$ cat config.mk
export PLATFORM = sky130hd
export DESIGN_NAME = mem_arbiter
export DESIGN_NICKNAME = d
export VERILOG_FILES = /design/src/rtl/mem_arbiter.sv
export SDC_FILE = /design/constraint.sdc
export NUM_CORES = 1
export LEC_CHECK = 0
export CORE_UTILIZATION = 37
export DETAILED_ROUTE_END_ITERATION = 8
export PLACE_DENSITY = 0.78
export SETUP_SLACK_MARGIN = 0.4
export SLEW_MARGIN = 0
export SYNTH_ARGS = -nofsm -noshare
export SYNTH_HDL_FRONTEND = slang
export SYNTH_SLANG_ARGS = --single-unit
$ cat constraint.sdc
create_clock -name clk -period 4.3 [get_ports clk]
set_input_delay 0.43 -clock clk [delete_from_list [all_inputs] [get_ports clk]]
set_output_delay 0.43 -clock clk [all_outputs]
set_load 0.01 [all_outputs]
$ cat src/rtl/mem_arbiter.sv
// mem_arbiter: shares one RAM between loader, data and fetch ports.
// Grants one requester at a time, sequences the RAM strobes, returns a
// one-cycle ack (with err on watchdog expiry) and registered read data.
module mem_arbiter #(
  parameter int unsigned TIMEOUT = 64
) (
  input  logic        clk,
  input  logic        rst,
  input  logic        ld_req,
  input  logic        dm_req,
  input  logic        if_req,
  input  logic        ld_we,
  input  logic        dm_we,
  input  logic [31:0] ld_addr,
  input  logic [31:0] dm_addr,
  input  logic [31:0] if_addr,
  input  logic [31:0] ld_wdata,
  input  logic [31:0] dm_wdata,
  output logic [31:0] dm_rdata,
  output logic [31:0] if_rdata,
  output logic        ld_ack,
  output logic        dm_ack,
  output logic        if_ack,
  output logic        ld_err,
  output logic        dm_err,
  output logic        if_err,
  output logic [31:0] mem_address,
  output logic [31:0] mem_wdata,
  input  logic [31:0] mem_rdata,
  input  logic        mem_done,
  output logic        mem_cs,
  output logic        mem_we,
  output logic        mem_oe,
  output logic [1:0]  grant
);

  localparam int unsigned DW  = 32;
  localparam int unsigned WDW = 8;
  localparam logic [WDW-1:0] WD_LAST = WDW'(TIMEOUT - 1);

  localparam logic [1:0] G_NONE = 2'd0;
  localparam logic [1:0] G_LD   = 2'd1;
  localparam logic [1:0] G_DM   = 2'd2;
  localparam logic [1:0] G_IF   = 2'd3;

  typedef enum logic [1:0] {IDLE, ACCESS, RELEASE} state_e;

  state_e          state_q, state_d;
  logic [1:0]      grant_q, grant_d;
  logic            rr_q, rr_d;           // 0: data port wins next tie, 1: fetch
  logic [WDW-1:0]  wd_q, wd_d;
  logic            mem_cs_q, mem_cs_d;
  logic            mem_we_q, mem_we_d;
  logic            mem_oe_q, mem_oe_d;
  logic [DW-1:0]   mem_address_q, mem_address_d;
  logic [DW-1:0]   mem_wdata_q, mem_wdata_d;
  logic [DW-1:0]   dm_rdata_q, dm_rdata_d;
  logic [DW-1:0]   if_rdata_q, if_rdata_d;
  logic            ld_ack_q, ld_ack_d, dm_ack_q, dm_ack_d, if_ack_q, if_ack_d;
  logic            ld_err_q, ld_err_d, dm_err_q, dm_err_d, if_err_q, if_err_d;

  logic [1:0]      sel;
  logic            fin;
  logic            fin_err;
  logic [DW-1:0]   rd_val;

  // State and output registers
  always_ff @(posedge clk or posedge rst) begin
    if (rst) begin
      state_q       <= IDLE;
      grant_q       <= G_NONE;
      rr_q          <= 1'b0;
      wd_q          <= '0;
      mem_cs_q      <= 1'b0;
      mem_we_q      <= 1'b0;
      mem_oe_q      <= 1'b0;
      mem_address_q <= '0;
      mem_wdata_q   <= '0;
      dm_rdata_q    <= '0;
      if_rdata_q    <= '0;
      ld_ack_q      <= 1'b0;
      dm_ack_q      <= 1'b0;
      if_ack_q      <= 1'b0;
      ld_err_q      <= 1'b0;
      dm_err_q      <= 1'b0;
      if_err_q      <= 1'b0;
    end else begin
      state_q       <= state_d;
      grant_q       <= grant_d;
      rr_q          <= rr_d;
      wd_q          <= wd_d;
      mem_cs_q      <= mem_cs_d;
      mem_we_q      <= mem_we_d;
      mem_oe_q      <= mem_oe_d;
      mem_address_q <= mem_address_d;
      mem_wdata_q   <= mem_wdata_d;
      dm_rdata_q    <= dm_rdata_d;
      if_rdata_q    <= if_rdata_d;
      ld_ack_q      <= ld_ack_d;
      dm_ack_q      <= dm_ack_d;
      if_ack_q      <= if_ack_d;
      ld_err_q      <= ld_err_d;
      dm_err_q      <= dm_err_d;
      if_err_q      <= if_err_d;
    end
  end

  // Arbitration, access sequencing and completion decode
  always_comb begin
    state_d       = state_q;
    grant_d       = grant_q;
    rr_d          = rr_q;
    wd_d          = wd_q;
    mem_cs_d      = mem_cs_q;
    mem_we_d      = mem_we_q;
    mem_oe_d      = mem_oe_q;
    mem_address_d = mem_address_q;
    mem_wdata_d   = mem_wdata_q;
    dm_rdata_d    = dm_rdata_q;
    if_rdata_d    = if_rdata_q;
    ld_ack_d      = 1'b0;
    dm_ack_d      = 1'b0;
    if_ack_d      = 1'b0;
    ld_err_d      = 1'b0;
    dm_err_d      = 1'b0;
    if_err_d      = 1'b0;
    sel           = G_NONE;
    fin           = 1'b0;
    fin_err       = 1'b0;
    rd_val        = '0;

    case (state_q)
      IDLE: begin
        if (ld_req) begin
          sel = G_LD;
        end else if (dm_req && if_req) begin
          sel  = rr_q ? G_IF : G_DM;
          rr_d = ~rr_q;
        end else if (dm_req) begin
          sel = G_DM;
        end else if (if_req) begin
          sel = G_IF;
        end

        if (sel != G_NONE) begin
          state_d  = ACCESS;
          grant_d  = sel;
          wd_d     = '0;
          mem_cs_d = 1'b1;
          case (sel)
            G_LD: begin
              mem_address_d = ld_addr;
              mem_wdata_d   = ld_wdata;
              mem_we_d      = ld_we;
            end
            G_DM: begin
              mem_address_d = dm_addr;
              mem_wdata_d   = dm_wdata;
              mem_we_d      = dm_we;
            end
            default: begin
              mem_address_d = if_addr;
              mem_we_d      = 1'b0;
            end
          endcase
          mem_oe_d = ~mem_we_d;
        end
      end
      ACCESS: begin
        if (!mem_done) wd_d = wd_q + WDW'(1);
        if (mem_done || (wd_q == WD_LAST)) begin
          fin     = 1'b1;
          fin_err = ~mem_done;
        end
      end
      RELEASE: begin
        state_d = IDLE;
      end
      default: begin
        state_d = IDLE;
      end
    endcase

    // Completion: a read on timeout returns zero instead of RAM data
    if (fin) begin
      state_d  = RELEASE;
      grant_d  = G_NONE;
      mem_cs_d = 1'b0;
      mem_we_d = 1'b0;
      mem_oe_d = 1'b0;
      rd_val   = fin_err ? '0 : mem_rdata;
      case (grant_q)
        G_LD: begin
          ld_ack_d = 1'b1;
          ld_err_d = fin_err;
        end
        G_DM: begin
          dm_ack_d = 1'b1;
          dm_err_d = fin_err;
          if (!mem_we_q) dm_rdata_d = rd_val;
        end
        G_IF: begin
          if_ack_d = 1'b1;
          if_err_d = fin_err;
          if (!mem_we_q) if_rdata_d = rd_val;
        end
        default: ;
      endcase
    end
  end

  assign grant       = grant_q;
  assign mem_cs      = mem_cs_q;
  assign mem_we      = mem_we_q;
  assign mem_oe      = mem_oe_q;
  assign mem_address = mem_address_q;
  assign mem_wdata   = mem_wdata_q;
  assign dm_rdata    = dm_rdata_q;
  assign if_rdata    = if_rdata_q;
  assign ld_ack      = ld_ack_q;
  assign dm_ack      = dm_ack_q;
  assign if_ack      = if_ack_q;
  assign ld_err      = ld_err_q;
  assign dm_err      = dm_err_q;
  assign if_err      = if_err_q;

endmodule

Word level (Yosys, flattened, before mapping)
Index checks and enable logic that the tools add are counted.
Operators by class
  add/subtract/negate cells: 1
  eq/ne operators: 11
  mux-type cells: 46
  bitwise gates (word level): 5
  reduce and logical (&&, ||, !) cells: 16
Operators with widths (number)
  one-hot mux 32 bit (2 select lines): 2
  2-to-1 mux 32 bit: 1
  2-to-1 mux 1 bit: 28
  2-to-1 mux 2 bit: 10
  2-to-1 mux 8 bit: 2
  one-hot mux 8 bit (2 select lines): 1
  AND reduction 3 bit: 5
  nonzero test 2 bit: 5
  adder 8 x 1 -> 8 bit (second input constant): 1
  == test 8 x 6 -> 1 bit (second input constant): 1
  == test 2 x 1 -> 1 bit (second input constant): 3
  == test 2 bit (second input constant): 3
  inequality test 2 bit (second input constant): 3
  AND reduction 2 bit: 3
  NOT 1 bit: 5
  one-hot mux 2 bit (2 select lines): 1
  inequality test 3 bit (second input constant): 1
  logical NOT 2 bit: 1
  one-hot mux 1 bit (2 select lines): 1
  logical AND 1 bit: 1
  logical OR 1 bit: 1
Word-level totals
  register bits after elaboration: 150
  input port bits: 200
  output and inout port bits: 139
  logic and storage cells: 96

Longest topological paths before layout
  depth in word-level cells: 13
  gate-level depth with buffers: 9
  depth with buffers taken out: 8

Worst setup path before layout
Ideal clock, no wire load.
  path kind: input to register
  start: input ld_req
  end: register mem_wdata_q[10], in the netlist mem_wdata[10]
  setup time: 0.077 ns
  data arrival time: 2.344 ns
  required time: 4.223 ns
  path slack: 1.879 ns
  cell stages on the path: 8
  path buffers: 2
  cell sequence: clkbuf_1 > a21oi_1 > inv_1 > ha_1 > nor3_1 > clkbuf_1 > nor2_1 > a21oi_1
On the way
  cells in the longest elaborated chain, start to end: 5
  elaborated cells between the ends (all ways): 8
  classes of those cells: 2 x eq/ne; 3 x mux; 3 x reduce/logical
RTL lines
  from (decl): line 9  | input logic ld_req,
  2-to-1 mux 2 bit *: line 134  | if (ld_req) begin
  2-to-1 mux 2 bit *: line 132  | case (state_q)
  == test 2 bit / == test 2 x 1 -> 1 bit (equally long branches): line 150  | case (sel)
  nonzero test 2 bit (no source line)
  AND reduction 3 bit (no source line)
  to (signal assigned): line 96  | mem_wdata_q <= mem_wdata_d;
  to (decl): line 56  | logic [DW-1:0] mem_wdata_q, mem_wdata_d;
Every way passes the cells marked *; elsewhere a longest branch is shown, timed or not. The select of a mux whose other input is x is not followed.
A chain may end at the register's enable or synchronous reset.

Worst setup path in the final report
  start: input ld_req
  end: register mem_wdata_q[30], in the netlist mem_wdata[30]
Same word-level chain as after synthesis.

==> flow_summary_export.csv <==
group,metric,value,unit
outcome,status,"completed",
sta,setup_viol,0,
finish,multi_input_area,2810,sq um
finish,fillerInstances,1494,
die,die_width,137,um
critical_path,critPathMaxFanout,64,
finish,fin_cells,1197,
grt,grt_max_degree,85,
placement,place_congestion,0.801,
grt,antenna_found_initial,2,
synthesis,syn_nets,833,
sta,setup_ws,1.62,ns
detailed_routing,wl_per_cell,16.5,um
synthesis,synthDistinctLibCells,30,
placement,io_buffers,338,
finish,drive_above_1_share,11.9,%
critical_path,cp-start-kind,"primary input",
grt,grt_use_total,21.1,%
power_and_ir_drop,power_density,599,nW/um^2
hold_path,hold_path_class,"primary input to asynchronous set/reset pin",
sta,slew_violations,0,
synthesis,syn_inst,628,
critical_path,r2r_cells,8,
sta,clock.fmax,0.373,GHz
die,die_y,137,um
synthesis,synth-compound-area-share,11.8,%
synthesis,synth.top_cell.area_share,55.5,%
placement,place_area,10400,sq um
detailed_routing,drc,0,
clocking,cts_resized,0,
detailed_routing,drt.antenna.violating_nets,0,
die,coreArea,17900,sq um
synthesis,ys_ff_latch,150,
finish,nets,1159,
grt,grt.overflow.total,0,
critical_path,ff2ff_setup_slack,1.70,ns
synthesis,synth-adder-area-share,0.926,%
power_and_ir_drop,vdd_drop_max,330,uV
finish,area_growth,62.2,%
grt,first_global_vias,5697,
synthesis,synthFlopType,"dfrtp_1",
synthesis,yosys_warnings,0,
synthesis,synth.avg_cell_area,10.8,sq um
detailed_routing,drt_iter0_drc,188,
die,dieArea,18800,sq um
clocking,cts_tree,"built",
placement,dpl.hpwl,14900,um
synthesis,ys_seq_area_share,55.5,%
clocking,cts_hold_buf,0,
clocking,post_cts_buffers,0,
clocking,cts_buffers,17,
grt,grt_pass1_wl,29800,um
synthesis,yosysTopAreaCell,"dfrtp_1",
detailed_routing,routed_via_density,4.94,
die,pin_count,339,
sta,worst-slew-pin-transition,1.09,ns
placement,pre_cts_ws,1.22,ns
clocking,cts-root-buf,"clkbuf_16",
placement,dp.cells,1164,
synthesis,synth_edf_count,0,
synthesis,yosys.area_share.xor_xnor,0.907,%
synthesis,syn_area,6760,sq um
synthesis,synth_top_family_by_area,"multiplexers",
detailed_routing,drtPass1Iterations,5,
detailed_routing,routed_wl,19700,um
sta,finalSetupTns,0,ns
die,initial_core_util,37.7,%
critical_path,cp.arrival,3.01,ns
clocking,path_clk_slew,0.06,ns
synthesis,netlist_top_cells_area,"dfrtp_1, mux2_2, a21oi_1",
critical_path,reg2reg_from,"rr_q$_DFFE_PP0P_",
power_and_ir_drop,p_leak,4.56,nW
finish,layout_commonest_cell,"clkdlybuf4s50_1",
critical_path,endpoint_kind,"register",
sta,period_share,62.4,%
finish,fin_area,11000,sq um
sta,rsz0062_at_grt,"no",
sta,finalHoldViolCount,0,
detailed_routing,vias,5908,
synthesis,synth.area.mux_share,15.4,%
finish,most-common-layout-cells,"clkdlybuf4s50_1, dfrtp_1, nor2_1",
critical_path,crit_required,4.63,ns
synthesis,synth-simple-area-share,12.4,%
sta,finClkSkew,0.00777,ns
sta,fin_crit,2.68,ns
clocking,h-tree-depth,4,
job,maxCapViolCount,0,
synthesis,synthArstFlopShare,100,%
clocking,ctsLongestPathBuffers,2,
clocking,clk_latency,0.42,ns
critical_path,r2r-end,"mem_wdata[30]$_DFFE_PP0P_",
sta,slew_headroom,27.0,%
critical_path,worst-setup-path-type,"primary input to register",
clocking,clock-sinks,150,
finish,seq_area,3750,sq um
die,rows,49,
worst max-delay path, stage by stage:
cell,delay (ns)
clkdlybuf4s50_1,0.40
buf_4,0.21
a21oi_1,0.37
inv_1,0.09
ha_2,0.49
nor3_2,0.24
buf_4,0.51
nor2_1,0.08
a21oi_1,0.16
worst max path at each step:
stage / from / endpoint / slack [ns] / depth (start not counted)
2_1_floorplan: ld_req / mem_wdata[10]$_DFFE_PP0P_ / 1.88 / 8
3_3_place_gp: ld_req / grant[0]$_DFFE_PP0P_ / 1.28 / 7
3_5_place_dp: ld_req / mem_address[19]$_DFFE_PP0P_ / 1.22 / 9
4_1_cts: ld_req / mem_wdata[30]$_DFFE_PP0P_ / 1.64 / 9
5_1_grt: ld_req / mem_address[8]$_DFFE_PP0P_ / 1.38 / 9
6_report: ld_req / mem_wdata[30]$_DFFE_PP0P_ / 1.62 / 9
where the power goes:
part | total (mW) | switching (mW) | leakage, nW | internal (mW)
clock | 1.50 | 0.630 | 0.290 | 0.871
combinational | 2.74 | 1.18 | 2.42 | 1.56
sequential | 2.32 | 0.326 | 1.85 | 2.00
synthesized netlist by cell type, types with 3 or more instances:
cell type  number
buf_4           3
inv_1           7
nor2b_1        32
nor2_1         77
nor3_1          6
mux2i_1        32
xnor2_1         3
buf_2           8
nand2_1        45
nand2b_1        4
mux2_2         64
a22oi_1        34
o22ai_1         4
nor4_1          4
dfrtp_1       150
nand4_1         3
xor2_1          4
buf_1           4
a21oi_1        66
o21ai_0        35
clkbuf_1       27
ha_1            5
per-layer routing:
layer  up-vias  routed length (um)  GRT usage [%]  share of wire (%)
met4         2                 727           10.4                3.7
met2       253                9870           35.7                 50
met1      2774                7700           24.6                 39
met3        42                1400           5.52                7.1
li1       2837                   -              -                  -
met5         -                   9              0              0.046
state kept, by name, indices dropped and copies added (netlist names):
name	cells
dm_rdata	32
dm_ack	1
state_q	2
if_ack	1
rr_q	1
mem_we	1
mem_address	32
if_rdata	32
ld_ack	1
wd_q	8
mem_wdata	32
grant	2
dm_err	1
ld_err	1
if_err	1
mem_cs	1
mem_oe	1
through the flow:
stage | total power, mW | hold slack, ns | util [%]
after floorplan | 3.49 | 0.433 | -
after CTS | 6.64 | 0.467 | 61.2
final | 6.57 | 0.461 | 61.2
after detailed placement | 5.12 | 0.453 | 57.9
after global routing | 6.98 | 0.501 | 61.2
after global placement | 5.04 | 0.457 | 57.9
kinds of logic (layout without fill, tap and decap cells):
group,Yosys count,count (layout)
simple gates,181,181
buf+inv,49,388
xor+xnor,7,7
fa+ha+maj,5,5
mux,96,96
flops,150,150
compound gates,140,140
other cells,0,1
cell type report:
cell class	count	area share, %
Antenna cell	1	0.0228
Clock buffer	17	3.88
Clock inverter	15	1.56
Inverter	7	0.274
Multi-Input combinational cell	429	25.6
Sequential cell	150	34.3
Tap cell	229	2.61
Timing Repair Buffer	349	31.7
Power figures use the tool's default switching activity.
